[src/rtl/lfsr_crc16.sv]
// Sequential CRC-16 generator: folds BPC message bits per clock through a 16-bit LFSR,
// then holds the CRC and a registered copy of the frame until the next accepted start.
module lfsr_crc16 #(
  parameter int unsigned MSG_W  = 112,
  parameter int unsigned BPC    = 8,
  parameter logic [15:0] POLY   = 16'h1021,
  parameter logic [15:0] INIT   = 16'hFFFF,
  parameter logic [15:0] XOROUT = 16'h0000
) (
  input  logic             clk,
  input  logic             rst,
  input  logic             start,
  input  logic [MSG_W+15:0] data_in,
  output logic             busy,
  output logic             rdy,
  output logic [MSG_W+15:0] data_out,
  output logic [15:0]      lfsr_out
);

  localparam int unsigned N  = MSG_W / BPC;
  localparam int unsigned CW = $clog2(N + 1);

  typedef enum logic [1:0] {
    IDLE,
    SHIFT,
    DONE
  } state_t;

  state_t           state;
  logic [MSG_W-1:0] msg;
  logic [15:0]      lfsr;
  logic [15:0]      lfsr_next;
  logic [CW-1:0]    cnt;
  logic             fb;
  logic             unused_pad;

  // The zero pad below the message never enters the LFSR.
  assign unused_pad = ^data_in[15:0];

  // One chunk of BPC bits, MSB of the message register first.
  always_comb begin
    lfsr_next = lfsr;
    fb        = 1'b0;
    for (int unsigned i = 0; i < BPC; i++) begin
      fb        = lfsr_next[15] ^ msg[MSG_W-1-i];
      lfsr_next = {lfsr_next[14:0], 1'b0} ^ (fb ? POLY : 16'h0000);
    end
  end

  always_ff @(posedge clk) begin
    if (rst) begin
      state    <= IDLE;
      busy     <= 1'b0;
      rdy      <= 1'b0;
      lfsr_out <= '0;
      data_out <= '0;
      cnt      <= '0;
      lfsr     <= '0;
      msg      <= '0;
    end else begin
      case (state)
        IDLE, DONE: begin
          if (start) begin
            state    <= SHIFT;
            data_out <= data_in;
            msg      <= data_in[MSG_W+15:16];
            lfsr     <= INIT;
            cnt      <= '0;
            busy     <= 1'b1;
            rdy      <= 1'b0;
          end
        end
        SHIFT: begin
          lfsr <= lfsr_next;
          msg  <= msg << BPC;
          if (cnt == CW'(N - 1)) begin
            state    <= DONE;
            busy     <= 1'b0;
            rdy      <= 1'b1;
            lfsr_out <= lfsr_next ^ XOROUT;
          end else begin
            cnt <= cnt + 1'b1;
          end
        end
        default: begin
          state <= IDLE;
          busy  <= 1'b0;
          rdy   <= 1'b0;
        end
      endcase
    end
  end

endmodule

[config.mk]
export PLATFORM = sky130hd
export DESIGN_NAME = lfsr_crc16
export DESIGN_NICKNAME = d
export VERILOG_FILES = /design/src/rtl/lfsr_crc16.sv
export SDC_FILE = /design/constraint.sdc
export NUM_CORES = 1
export LEC_CHECK = 0
export ABC_CLOCK_PERIOD_IN_PS = 1700
export BUFFER_PORTS_ARGS = -buffer_cell sky130_fd_sc_hd__buf_4
export CORE_MARGIN = 4
export CORE_UTILIZATION = 45
export DETAILED_ROUTE_END_ITERATION = 10
export HOLD_SLACK_MARGIN = 0.1
export PLACE_DENSITY_LB_ADDON = 0.2
export SYNTH_ARGS = -nofsm -noshare
export SYNTH_HDL_FRONTEND = slang
export SYNTH_SLANG_ARGS = --single-unit
[constraint.sdc]
create_clock -name clk -period 1.7 [get_ports clk]
set_input_delay 0.255 -clock clk [delete_from_list [all_inputs] [get_ports clk]]
set_output_delay 0.255 -clock clk [all_outputs]
set_load 0.1 [all_outputs]
==> impl_metrics.csv <==
group,metric,value,unit
power,p_leak,6.106,nW
cts,cts_tree,"yes",
synthesis,yosysUniqueCellTypes,31,
setup_path,critPathRequiredTime,1440,ps
grt,grt_max_degree,99,
timing,fmax,659.4,MHz
timing,hold_viol,0,
floorplan,die-area,0.02540,mm²
timing,skew,10.78,ps
synthesis,postSynthCellCount,1222,
detailed_routing,drc_errors,0,
cells_and_area,stdcell_area,0.01498,mm²
detailed_routing,drt-total-wl,30570,µm
place,dp_hpwl,19220,µm
setup_path,worstSetupEndpoint,"lfsr_out[4]",
synthesis,yosysTopAreaCell,"dfxtp_1",
timing,hold-worst-slack,454.1,ps
timing,slew_headroom,69.08,%
setup_path,rr_startpoint,"cnt[1]",
synthesis,synth_top_cell_area_share,54.17,%
synthesis,synth-seq-area-share,54.17,%
grt,grt-ovfl-total,0,
grt,grt_pass1_vias,9713,
power,max-vdd-ir-drop,0.7122,mV
cts,cts_buffer_depth,3,
setup_path,r2r_slack,200,ps
floorplan,ios,277,
detailed_routing,drt_pass1_iterations,5,
setup_path,reg2reg_to,"cnt[2]",
setup_path,slowest_stage,"dfxtp_1",
setup_path,crit_path_start,"lfsr_out[4]",
grt,grt_pass1_wl,49220,µm
cells_and_area,drive_above_1_share,22.72,%
cts,htree_levels,1,
timing,min_period_over_period,89.20,%
cts,cts_buffers,29,
floorplan,initial_utilization,45.68,%
place,port_buffers,276,
synthesis,synth_area,0.01031,mm²
cells_and_area,finalNetCount,1710,
cells_and_area,stdcell_count,1883,
setup_path,critical_path.top_delay_family,"flip-flops",
setup_path,critical_path_class,"reg -> out",
setup_path,endpoint_kind,"primary output",
setup_path,cp-start-kind,"flip-flop",
floorplan,fp.coreArea,0.02257,mm²
min_path,hold_path.class,"reg -> reg",
timing,post-route-min-period,1516,ps
setup_path,worst_r2r_path_depth,6,
cts,cts.clk_slew.worst_paths,60,ps
floorplan,dieWidth,159.4,µm
cts,cts-root-buf,"clkbuf_16",
timing,rsz0062_at_grt,"false",
setup_path,slowest_delay,410,ps
detailed_routing,drt_iter0_markers,675,
synthesis,yosys-top-cells-area,"dfxtp_1 54%, nand2_1 13%, a21oi_1 8.0%",
detailed_routing,ant_nets,0,
outcome,status,"complete, no violations",
cts,numClockSinks,279,
synthesis,ys_warn_count,0,
synthesis,ys_seq_elements,279,
floorplan,die_y,159.4,µm
cts,clk_latency,530,ps
setup_path,crit_fanout,2,
timing,setup_violations,0,
grt,antenna_found_initial,0,
detailed_routing,vias,10004,
synthesis,syn_nets,1355,
timing,setup-tns-final,0,ps
power,power_density,1174,mW/mm²
setup_path,crit_chain,"buf_4",
detailed_routing,vias_per_cell,5.313,
floorplan,rows,55,
flow_run,maxCapViolCount,0,
place,gp_congestion,0.7814,
synthesis,syn_area_per_cell,8.438,µm²
cells_and_area,syn2layout_area_growth,45.24,%
setup_path,cp.arrival,1260,ps
detailed_routing,wl_per_cell,16.23,µm
timing,worstMarginPinSlew,463.8,ps
cells_and_area,diodes,0,
timing,finalMaxSlewViolations,0,
setup_path,cp.depth,1,
place,place_area,0.01268,mm²
place,dp_cells,1701,
setup_path,worstPathBufferInverterCount,1,
grt,grt_use_total,22.71,%
[layout by cell type (no fill, tap or decap), types with 5 or more instances in the layout]
cell type      netlist  layout
nand3_1            118     118
o22ai_1              5       5
o31ai_1             14      14
xnor3_1              7       7
a21oi_1            165     165
dfxtp_1            279     277
clkbuf_8             0       9
clkbuf_16            0      29
clkinv_2             0       7
buf_12               0      13
dlygate4sd3_1        0     130
nand2_1            368     368
a211oi_1             6       6
a31oi_1            104     104
buf_4                0     286
xnor2_1              8       8
[registers in the layout (all words and copies together) (netlist names)]
register / flops
rdy: 1
cnt: 4
lfsr_out: 16
state: 1
lfsr: 16
data_out: 128
msg: 112
busy: 1
[routing by layer]
metal / wire length, µm / track usage (%)
met1: 13020 / 29.40
met3: 1803 / 4.556
met5: 0 / 0
met4: 875 / 7.377
met2: 14870 / 38.26
[through the flow]
step                      setup WS, ps  utilization, %  total power, W
after CTS                        110.9           66.32         0.01773
final                            183.5           66.35         0.01758
after global routing             117.2           66.35         0.01826
after global placement           196.8           56.20         0.01099
after detailed placement         141.0           56.20         0.01103
after floorplan                  60.01               -         0.01002
[kinds of logic after synthesis]
family / count (synthesis) / share of synthesized area (%)
adders and majority gates: 2 / 0.2427
and+or+nand+nor: 499 / 19.86
buffers and inverters: 110 / 4.405
DFF: 279 / 54.17
xor gates and xnor gates: 25 / 4.114
AOI/OAI and AO/OA: 307 / 17.21
[cell usage after synthesis, drive strengths merged]
library cell	count
nand3	118
and3	1
or3	4
clkbuf	65
o21ai	3
xnor2	12
a31oi	104
o211ai	3
nor3b	1
buf	42
o21a	1
ha	2
o221a	3
o22ai	5
nor3	1
dfxtp	279
xnor3	7
xor3	5
inv	3
nand2b	2
o31ai	14
xor2	1
a21oi	165
a211oi	9
nand2	368
nor2b	2
nor2	2
[where the power goes]
part | internal, W | switching [W] | total (W)
registers | 0.00698 | 0.000284 | 0.00727
clock network | 0.00392 | 0.00252 | 0.00644
logic | 0.00134 | 0.00253 | 0.00388
total | 0.0122 | 0.00534 | 0.0176
[area by class of cell]
type                       instances  area (µm²)
sequential                       279        5588
tap                              285       356.6
multi-input combinational        833        4302
fill                            1800        7596
clock inverter                    11       133.9
inverter                           3       11.26
clock buffer                      41       850.8
timing repair buffer             431        3734
[worst min path at each step]
stage | to | startpoint | cells past startpoint | slack (ps)
global placement | data_out[32] | data_out[32] | 2 | 440
CTS | data_out[4] | data_out[4] | 2 | 460
global route | data_out[105] | data_out[105] | 2 | 470
finish | data_out[64] | data_out[64] | 2 | 450
detailed placement | data_out[4] | data_out[4] | 2 | 450
floorplan | data_out[15] | data_in[15] | 2 | 390
[what timing repair did]
| action | CTS | global route |
|---|---|---|
| setup buffers | 0 | 0 |
| setup endpoints to repair | 0 | 4 |
| hold buffers | 130 | 0 |
| endpoints found under the hold margin | 241 | 0 |
| resized for setup | 0 | 2 |
No activity file was read; power rests on OpenSTA's default activity.
